--- src/rtl/lcd_pkg.sv ---
`default_nettype none
// ============================================================================
// Module      : lcd_pkg
// Description : Shared types and constants for the HD44780-style LCD driver.
// Revision    : 1.0 - initial release
// ============================================================================
package lcd_pkg;

    typedef enum logic [2:0] {
        IDLE      = 3'd0,
        SETUP     = 3'd1,
        PULSE     = 3'd2,
        HOLD      = 3'd3,
        WAIT      = 3'd4,
        INIT_WAIT = 3'd5,
        INIT_CMD  = 3'd6
    } lcd_state_e;

    localparam int LCD_ON_BIT  = 31;
    localparam int LCD_RS_BIT  = 10;
    localparam int LCD_STB_BIT = 9;

    localparam int INIT_CMD_NUM = 4;
    localparam logic [0:INIT_CMD_NUM-1][7:0] INIT_CMDS = {8'h38, 8'h0C, 8'h01, 8'h06};

    // Clear (0x01) and return-home (0x02/0x03) need the long execution wait.
    function automatic logic is_long_cmd(input logic rs, input logic [7:0] data);
        return !rs && (data[7:2] == 6'd0) && (data != 8'd0);
    endfunction

    function automatic int max_int(input int a, input int b);
        return (a > b) ? a : b;
    endfunction

endpackage
`default_nettype wire

--- src/rtl/lcd_timer.sv ---
`default_nettype none
// ============================================================================
// Module      : lcd_timer
// Description : Loadable down-counter shared by every timed LCD state.
// Revision    : 1.0 - initial release
// ============================================================================
module lcd_timer #(
    parameter int               CNT_W   = 8,
    parameter logic [CNT_W-1:0] RST_VAL = '0
) (
    input  logic             i_clk,
    input  logic             i_reset,
    input  logic             i_load,
    input  logic [CNT_W-1:0] i_load_val,
    output logic             o_done
);

    logic [CNT_W-1:0] count_q;
    logic [CNT_W-1:0] count_d;

    always_comb begin
        count_d = count_q;
        if (i_load) begin
            count_d = i_load_val;
        end else if (count_q != '0) begin
            count_d = count_q - CNT_W'(1);
        end
    end

    always_ff @(posedge i_clk or posedge i_reset) begin
        if (i_reset) begin
            count_q <= RST_VAL;
        end else begin
            count_q <= count_d;
        end
    end

    assign o_done = (count_q == '0);

endmodule
`default_nettype wire

--- src/rtl/lcd_driver.sv ---
`default_nettype none
// ============================================================================
// Module      : lcd_driver
// Description : Turns STB toggles on the LCD register into timed 8-bit LCD
//               write cycles. Define LCD_INIT_EN to run the power-on sequence.
// Revision    : 1.0 - initial release
// ============================================================================
module lcd_driver
    import lcd_pkg::*;
#(
    parameter int SETUP_CYC    = 4,
    parameter int EN_PULSE_CYC = 24,
    parameter int HOLD_CYC     = 4,
    parameter int CMD_WAIT_CYC = 2000,
    parameter int CLR_WAIT_CYC = 82000
) (
    input  logic        i_clk,
    input  logic        i_reset,
    input  logic [31:0] i_lcd_reg,
    output logic [7:0]  o_lcd_data,
    output logic        o_lcd_rs,
    output logic        o_lcd_rw,
    output logic        o_lcd_en,
    output logic        o_lcd_on,
    output logic        o_lcd_busy,
    output logic        o_lcd_ovf
);

`ifdef LCD_INIT_EN
    localparam int INIT_WAIT_CYC = CLR_WAIT_CYC * 10;
    localparam int MAX_CYC = max_int(max_int(CLR_WAIT_CYC, EN_PULSE_CYC), INIT_WAIT_CYC);
`else
    localparam int MAX_CYC = max_int(CLR_WAIT_CYC, EN_PULSE_CYC);
`endif
    localparam int CNT_W = $clog2(MAX_CYC + 1);

    localparam logic [CNT_W-1:0] SETUP_LD = CNT_W'(SETUP_CYC - 1);
    localparam logic [CNT_W-1:0] PULSE_LD = CNT_W'(EN_PULSE_CYC - 1);
    localparam logic [CNT_W-1:0] HOLD_LD  = CNT_W'(HOLD_CYC - 1);
    localparam logic [CNT_W-1:0] CMD_LD   = CNT_W'(CMD_WAIT_CYC - 1);
    localparam logic [CNT_W-1:0] CLR_LD   = CNT_W'(CLR_WAIT_CYC - 1);

`ifdef LCD_INIT_EN
    localparam logic [CNT_W-1:0] TMR_RST   = CNT_W'(INIT_WAIT_CYC - 1);
    localparam lcd_state_e       STATE_RST = INIT_WAIT;
`else
    localparam logic [CNT_W-1:0] TMR_RST   = '0;
    localparam lcd_state_e       STATE_RST = IDLE;
`endif

    if (SETUP_CYC < 1 || EN_PULSE_CYC < 1 || HOLD_CYC < 1 ||
        CMD_WAIT_CYC < 1 || CLR_WAIT_CYC < 1 ||
        SETUP_CYC > MAX_CYC || HOLD_CYC > MAX_CYC || CMD_WAIT_CYC > MAX_CYC) begin : g_bad_param
        $error("lcd_driver: timing parameters must be >= 1 and fit the timer");
    end

    lcd_state_e  state_q, state_d;
    logic        stb_prev_q;
    logic        pending_q, pending_d;
    logic        buf_rs_q, buf_rs_d;
    logic [7:0]  buf_data_q, buf_data_d;
    logic        ovf_q, ovf_d;
    logic        on_q;
    logic [7:0]  data_q, data_d;
    logic        rs_q, rs_d;
    logic        en_q, en_d;
`ifdef LCD_INIT_EN
    logic [2:0]  idx_q, idx_d;
`endif

    logic             w_req;
    logic             w_take;
    logic             w_tmr_load;
    logic [CNT_W-1:0] w_tmr_val;
    logic             w_tmr_done;
    logic             w_unused;

    assign w_unused = ^{i_lcd_reg[30:11], i_lcd_reg[8]};

    assign w_req  = (i_lcd_reg[LCD_STB_BIT] != stb_prev_q);
    assign w_take = (state_q == IDLE) && pending_q;

    // A request landing in the same cycle the buffer is drained becomes the
    // new pending entry without counting as an overwrite.
    always_comb begin
        pending_d  = pending_q;
        buf_rs_d   = buf_rs_q;
        buf_data_d = buf_data_q;
        ovf_d      = ovf_q;
        if (w_req) begin
            pending_d  = 1'b1;
            buf_rs_d   = i_lcd_reg[LCD_RS_BIT];
            buf_data_d = i_lcd_reg[7:0];
            if (pending_q && !w_take) begin
                ovf_d = 1'b1;
            end
        end else if (w_take) begin
            pending_d = 1'b0;
        end
    end

    always_comb begin
        state_d    = state_q;
        data_d     = data_q;
        rs_d       = rs_q;
        w_tmr_load = 1'b0;
        w_tmr_val  = '0;
`ifdef LCD_INIT_EN
        idx_d      = idx_q;
`endif
        case (state_q)
            IDLE: begin
                if (pending_q) begin
                    data_d     = buf_data_q;
                    rs_d       = buf_rs_q;
                    state_d    = SETUP;
                    w_tmr_load = 1'b1;
                    w_tmr_val  = SETUP_LD;
                end
            end
            SETUP: begin
                if (w_tmr_done) begin
                    state_d    = PULSE;
                    w_tmr_load = 1'b1;
                    w_tmr_val  = PULSE_LD;
                end
            end
            PULSE: begin
                if (w_tmr_done) begin
                    state_d    = HOLD;
                    w_tmr_load = 1'b1;
                    w_tmr_val  = HOLD_LD;
                end
            end
            HOLD: begin
                if (w_tmr_done) begin
                    state_d    = WAIT;
                    w_tmr_load = 1'b1;
                    w_tmr_val  = is_long_cmd(rs_q, data_q) ? CLR_LD : CMD_LD;
                end
            end
            WAIT: begin
                if (w_tmr_done) begin
`ifdef LCD_INIT_EN
                    state_d = (idx_q != 3'(INIT_CMD_NUM)) ? INIT_CMD : IDLE;
`else
                    state_d = IDLE;
`endif
                end
            end
`ifdef LCD_INIT_EN
            INIT_WAIT: begin
                if (w_tmr_done) begin
                    state_d = INIT_CMD;
                end
            end
            INIT_CMD: begin
                data_d     = INIT_CMDS[idx_q[1:0]];
                rs_d       = 1'b0;
                idx_d      = idx_q + 3'd1;
                state_d    = SETUP;
                w_tmr_load = 1'b1;
                w_tmr_val  = SETUP_LD;
            end
`endif
            default: begin
                state_d = IDLE;
            end
        endcase
        en_d = (state_d == PULSE);
    end

    lcd_timer #(
        .CNT_W   (CNT_W),
        .RST_VAL (TMR_RST)
    ) u_timer (
        .i_clk      (i_clk),
        .i_reset    (i_reset),
        .i_load     (w_tmr_load),
        .i_load_val (w_tmr_val),
        .o_done     (w_tmr_done)
    );

    always_ff @(posedge i_clk or posedge i_reset) begin
        if (i_reset) begin
            state_q    <= STATE_RST;
            stb_prev_q <= 1'b0;
            pending_q  <= 1'b0;
            buf_rs_q   <= 1'b0;
            buf_data_q <= 8'd0;
            ovf_q      <= 1'b0;
            on_q       <= 1'b0;
            data_q     <= 8'd0;
            rs_q       <= 1'b0;
            en_q       <= 1'b0;
`ifdef LCD_INIT_EN
            idx_q      <= 3'd0;
`endif
        end else begin
            state_q    <= state_d;
            stb_prev_q <= i_lcd_reg[LCD_STB_BIT];
            pending_q  <= pending_d;
            buf_rs_q   <= buf_rs_d;
            buf_data_q <= buf_data_d;
            ovf_q      <= ovf_d;
            on_q       <= i_lcd_reg[LCD_ON_BIT];
            data_q     <= data_d;
            rs_q       <= rs_d;
            en_q       <= en_d;
`ifdef LCD_INIT_EN
            idx_q      <= idx_d;
`endif
        end
    end

    assign o_lcd_data = data_q;
    assign o_lcd_rs   = rs_q;
    assign o_lcd_rw   = 1'b0;
    assign o_lcd_en   = en_q;
    assign o_lcd_on   = on_q;
    assign o_lcd_busy = (state_q != IDLE) | pending_q;
    assign o_lcd_ovf  = ovf_q;

endmodule
`default_nettype wire

--- config.mk ---
export PLATFORM = sky130hd
export DESIGN_NAME = lcd_driver
export DESIGN_NICKNAME = d
export VERILOG_FILES = /design/src/rtl/lcd_pkg.sv /design/src/rtl/lcd_timer.sv /design/src/rtl/lcd_driver.sv
export SDC_FILE = /design/constraint.sdc
export NUM_CORES = 1
export LEC_CHECK = 0
export CORE_ASPECT_RATIO = 1.1
export CORE_MARGIN = 3
export CORE_UTILIZATION = 50
export DETAILED_ROUTE_END_ITERATION = 12
export PLACE_DENSITY = 0.92
export SLEW_MARGIN = 20
export SYNTH_ARGS = -nofsm -noshare
export SYNTH_HDL_FRONTEND = slang
export SYNTH_SLANG_ARGS = --single-unit
--- constraint.sdc ---
create_clock -name i_clk -period 5.6 [get_ports i_clk]
set_input_delay 0.56 -clock i_clk [delete_from_list [all_inputs] [get_ports i_clk]]
set_output_delay 0.56 -clock i_clk [all_outputs]
set_load 0.05 [all_outputs]
After elaboration in Yosys (flattened, before gate mapping)
Index checks and enable logic that the tools add are counted.

Bits in registers: 43. Bits in latches: 0. Bits in writable memories: 0. Memory bits (read-only): 0. Input bits: 34. Output and inout port bits: 14. Word-level logic and storage cells: 55. Memories kept: 0.

Add/sub/neg operators: 1. Multiply operators: 0. Divide/modulo/power cells: 0. $lt $le $gt $ge: 0. Eq/ne operators: 6. Shift-type cells: 0. Mux-type cells: 19. Bitwise gates (word level): 1. Reduce and logical (&&, ||, !) cells: 17.

Operators by type and width (count): two-way mux 17 bit (4); one-hot mux 17 bit (4 select lines) (1); zero test 17 bit (1); nonzero test 17 bit (1); subtractor 17 x 1 -> 17 bit (second input constant) (1); two-way mux 3 bit (5); one-hot mux 3 bit (5 select lines) (1); equality test 3 x 2 -> 1 bit (second input constant) (3); nonzero test 8 bit (1); zero test 6 bit (1); two-way mux 5 bit (1); logical AND 1 bit (4); two-way mux 1 bit (4); two-way mux 2 bit (2); AND reduction 2 bit (2); nonzero test 2 bit (2); equality test 3 x 1 -> 1 bit (second input constant) (1); equality test 3 bit (second input constant) (1); zero test 3 bit (1); nonzero test 3 bit (1); OR reduction 3 bit (1); zero test 1 bit (2); one-hot mux 1 bit (2 select lines) (1); != test 1 bit (1); bitwise OR 1 bit (1).

Logic depth before layout (Yosys ltp)
Depth after elaboration: 7. Depth in mapped cells: 7. Gate-level depth less buffers: 6.

Cells and area by module
From an unflattened synthesis, not the netlist that was laid out.

Cell total of the unflattened synthesis: 191. Area, all modules: 2168.3 µm².

By module, submodules not included: lcd_driver (instances 1, cells an instance 82, area an instance 1106.1 µm², sequential area each 650.6 µm²); lcd_timer (instances 1, cells an instance 109, area an instance 1062.3 µm², sequential area each 425.4 µm²).

Least setup slack after synthesis
No wires, ideal clock.

Path kind: reg-to-reg. Start: reg u_timer.count_q[2]. End: reg u_timer.count_q[13]. Setup time: 78 ps. Arrival: 1947 ps. Slack: 3575 ps. Cell stages (with the launch flop): 7. Path buffers: 2. Clock period less this slack: 2025 ps. Cell sequence: dfrtp_1 buf_6 or4_4 buf_6 or3_1 or4_1 a21oi_1.

Cells in the longest elaborated chain, start to end: 4.

RTL lines: start, declared (RTL line lcd_timer.sv:18) `logic [CNT_W-1:0] count_q;`; start signal, assigned (RTL line lcd_timer.sv:34) `count_q <= count_d;`; branches (longest 4 deep; another with subtractor 17 x 1 -> 17 bit).

Several ways; the timed one is not identified. The select of a mux whose other input is x is not followed. A chain may end at the register's enable or synchronous reset.

Final worst setup path
Start: reg state_q[0]. End: out o_lcd_busy.

Cells in the longest elaborated chain, start to end: 2.

RTL lines: start, declared (RTL line lcd_driver.sv:57) `lcd_state_e state_q, state_d;`; start signal, assigned (RTL line lcd_driver.sv:200) `state_q <= state_d;`; nonzero test 3 bit (RTL line lcd_driver.sv:221) `assign o_lcd_busy = (state_q != IDLE) | pending_q;`; bitwise OR 1 bit (RTL line lcd_driver.sv:221); end, declared (RTL line lcd_driver.sv:25) `output logic o_lcd_busy,`.

Every way passes these cells.

==> impl_metrics.env <==
export IMPL_clock_skew_ns=0.00526
export IMPL_fill_cells=305
export IMPL_ctsResizeCount=0
export IMPL_cts_buffers=5
export IMPL_cts_path_max_buffers=2
export IMPL_viasPerCell=5.87
export IMPL_fin_ws_ns=3.21
export IMPL_busiest_layer="met2"
export IMPL_status="finished, final reports clean"
export IMPL_synth_most_common_cell="dfrtp_1"
export IMPL_p_per_area_nw_per_um2=508
export IMPL_post_cts_setup_buffers=0
export IMPL_cts_sinks=43
export IMPL_grt_pass1_vias=1449
export IMPL_ys_types=45
export IMPL_syn_num_nets=224
export IMPL_holdPathEnd="o_lcd_data[6]"
export IMPL_worst_pin_slew_ns=0.934
export IMPL_rsz0062_at_grt="false"
export IMPL_layout_worst_path_cycle_share_pct=42.6
export IMPL_syn2layout_area_growth_pct=16.8
export IMPL_ys_seq_area_share_pct=51.4
export IMPL_initialDrtViolationCount=154
export IMPL_min_delay_start="buf_data_q[6]"
export IMPL_grt_overflow=0
export IMPL_cts_root_buf="clkbuf_8"
export IMPL_drt_total_wl_mm=4.09
export IMPL_num_io_pins=48
export IMPL_finalHoldViolCount=0
export IMPL_cp_required_ns=5.04
export IMPL_portBuffers=25
export IMPL_grt_pass1_wl_mm=6.84
export IMPL_nets=247
export IMPL_maxCapViolations=0
export IMPL_routabilityCongestion=0.809
export IMPL_final_util_pct=61.2
export IMPL_syn_area_um2=2090
export IMPL_antenna_found_initial=0
export IMPL_fin_tns_setup_ns=0
export IMPL_r2r_slack_ns=3.32
export IMPL_num_rows=24
export IMPL_crit_type="register to output port"
export IMPL_slew_headroom_pct=37.5
export IMPL_synth_top_area_share_pct=51.4
export IMPL_synthTopCellsByCount="43 x dfrtp_1, 13 x mux2_2, 13 x o21ai_1, 12 x nor3_1, 8 x nor2_1"
export IMPL_netlist_top_cells_area="dfrtp_1 51%, mux2_2 7.0%, mux2_1 3.2%, o21ai_1 3.1%, xnor2_1 2.9%"
export IMPL_syn_area_per_cell_um2=11.1
export IMPL_crit_fanout=11
export IMPL_antenna_cells_inserted=0
export IMPL_timing_rr_start="u_timer.count_q[0]"
export IMPL_htreeDepth=2
export IMPL_regArea_um2=1080
export IMPL_synth_main_ff_cell="dfrtp_1"
export IMPL_maxSlewViolCount=0
export IMPL_clkTransAtPathRegs_ns=0.08
export IMPL_synthArstFlopShare_pct=100
export IMPL_postRouteAntennaNets=0
export IMPL_endpoint_kind="output port"
export IMPL_grt_use_met1_pct=24.8
export IMPL_fmax_mhz=419
export IMPL_placedCellCount=256
export IMPL_critPathLaunchType="register"
export IMPL_ctsHoldBuffers=0
export IMPL_layoutNonFillerInstCount=264
export IMPL_yosys_register_bits=43
export IMPL_synth_cells=188
export IMPL_yosysTopAreaCell="dfrtp_1"
export IMPL_die_width_um=67.7
export IMPL_gr_usage_met3_pct=3.82
export IMPL_drc=0
export IMPL_wl_per_cell_um=15.5
export IMPL_r2r_cells=6
export IMPL_firstDrtPassIters=4
export IMPL_hold_path_class="register to register"
export IMPL_pre_cts_slack_ns=3.24
export IMPL_total_power_mw=1.24
export IMPL_grtUsageMet2_pct=29.2
export IMPL_die_h_um=73.8
export IMPL_grt_start_max_net_pins=44
export IMPL_drive_gt1_share_pct=11.3
export IMPL_start_util_pct=52.4
export IMPL_r2r_end="u_timer.count_q[12]"
export IMPL_multiInputGateArea_um2=945
export IMPL_hold_depth=1
export IMPL_cts_tree="built"
export IMPL_insertion_delay_ns=0.30
export IMPL_cp_arrival_ns=1.83
export IMPL_track_usage_pct=18.0
export IMPL_worst_ir_drop_vdd_uv=360
export IMPL_num_vias=1550
export IMPL_yosys_warnings=0
export IMPL_synth_edf_count=0
export IMPL_core_um2=3990
export IMPL_dp_hpwl_mm=2.90
export IMPL_p_leak_nw=0.975
export IMPL_die_area_um2=5000
export IMPL_setup_viol=0
export IMPL_period_minus_slack_ns=2.39
-- how the worst max path moves through the flow --
stage / cells past startpoint / to / slack, ns / from
global placement: 3 / buf_data_q[7] / 3.24 / i_lcd_reg[9]
CTS: 3 / o_lcd_busy / 3.20 / state_q[0]
detailed placement: 3 / buf_data_q[1] / 3.24 / i_lcd_reg[9]
global route: 6 / u_timer.count_q[7] / 3.12 / u_timer.count_q[0]
finish: 3 / o_lcd_busy / 3.21 / state_q[0]
floorplan: 6 / u_timer.count_q[13] / 3.58 / u_timer.count_q[2]
-- power breakdown --
group / switching [mW] / internal [mW] / leakage, nW / total (mW)
Combinational: 0.309 / 0.211 / 0.411 / 0.520
Sequential: 0.113 / 0.415 / 0.523 / 0.527
Clock: 0.108 / 0.0872 / 0.0412 / 0.195
-- layout make-up --
| cell class | instances | share of cell area [%] |
|---|---|---|
| clock buffers | 6 | 2.97 |
| clock inverters | 2 | 0.512 |
| inverters | 4 | 0.614 |
| multi-input cells | 131 | 38.7 |
| flip-flops and latches | 43 | 44.0 |
| well taps | 52 | 2.66 |
| repair buffers | 26 | 10.5 |
-- sequential cells by signal, indices dropped and copies added, names as in the netlist --
signal           cells
o_lcd_on             1
stb_prev_q           1
o_lcd_ovf            1
u_timer.count_q     17
o_lcd_data           8
o_lcd_rs             1
buf_data_q           8
o_lcd_en             1
buf_rs_q             1
pending_q            1
state_q              3
-- placed cells by master, fill, tap and decap left out, types with 2 or more instances in the layout --
cell type,netlist,layout
xnor2_1,7,7
or4b_1,2,2
nor3b_1,4,4
or4_1,4,4
mux2_1,6,6
o31ai_1,4,4
nand4_1,5,5
nand4b_1,2,2
dfrtp_1,43,43
or3_1,2,2
nand2b_1,2,2
nand2_1,7,7
inv_1,4,4
mux2_2,13,13
a21oi_1,7,7
nor3_1,12,12
o21ai_1,13,13
clkbuf_8,0,5
xor2_1,3,3
nor4_1,4,4
clkdlybuf4s50_1,0,25
nor2_1,8,8
nand3b_1,2,2
ha_1,2,2
o21ai_0,2,2
a21boi_1,2,2
-- cell families (layout without fill, tap and decap cells) --
logic type | Yosys count | count (layout) | share of synthesized area, %
AO/OA/AOI/OAI | 37 | 37 | 11.1
multiplexers | 19 | 19 | 10.2
adder cells (fa/ha/maj) | 2 | 2 | 1.20
AND/OR/NAND/NOR | 62 | 62 | 18.3
buffers and inverters | 14 | 38 | 3.41
other | 1 | 1 | 0.179
XOR/XNOR | 10 | 10 | 4.19
flip-flops | 43 | 43 | 51.4
-- worst max-delay path, stage by stage, from the launching register on --
cell and delay (ns):
dfrtp_1 0.49, nor3_1 0.27, nand2b_1 0.07, clkdlybuf4s50_1 0.70
-- per-layer routing --
metal | wire length, um | vias to the layer above
li1 | - | 739
met1 | 1730 | 762
met2 | 2120 | 45
met3 | 199 | 4
met4 | 38 | 0
met5 | 0 | -
-- per-stage QoR --
| stage | hold slack, ns | instance area [um^2] |
|---|---|---|
| global route | 0.513 | 2440 |
| floorplan | 0.454 | 2090 |
| detailed placement | 0.473 | 2360 |
| CTS | 0.492 | 2440 |
| global placement | 0.450 | 2360 |
| finish | 0.485 | 2440 |
Note: power is estimated with default switching activity, not from simulation.
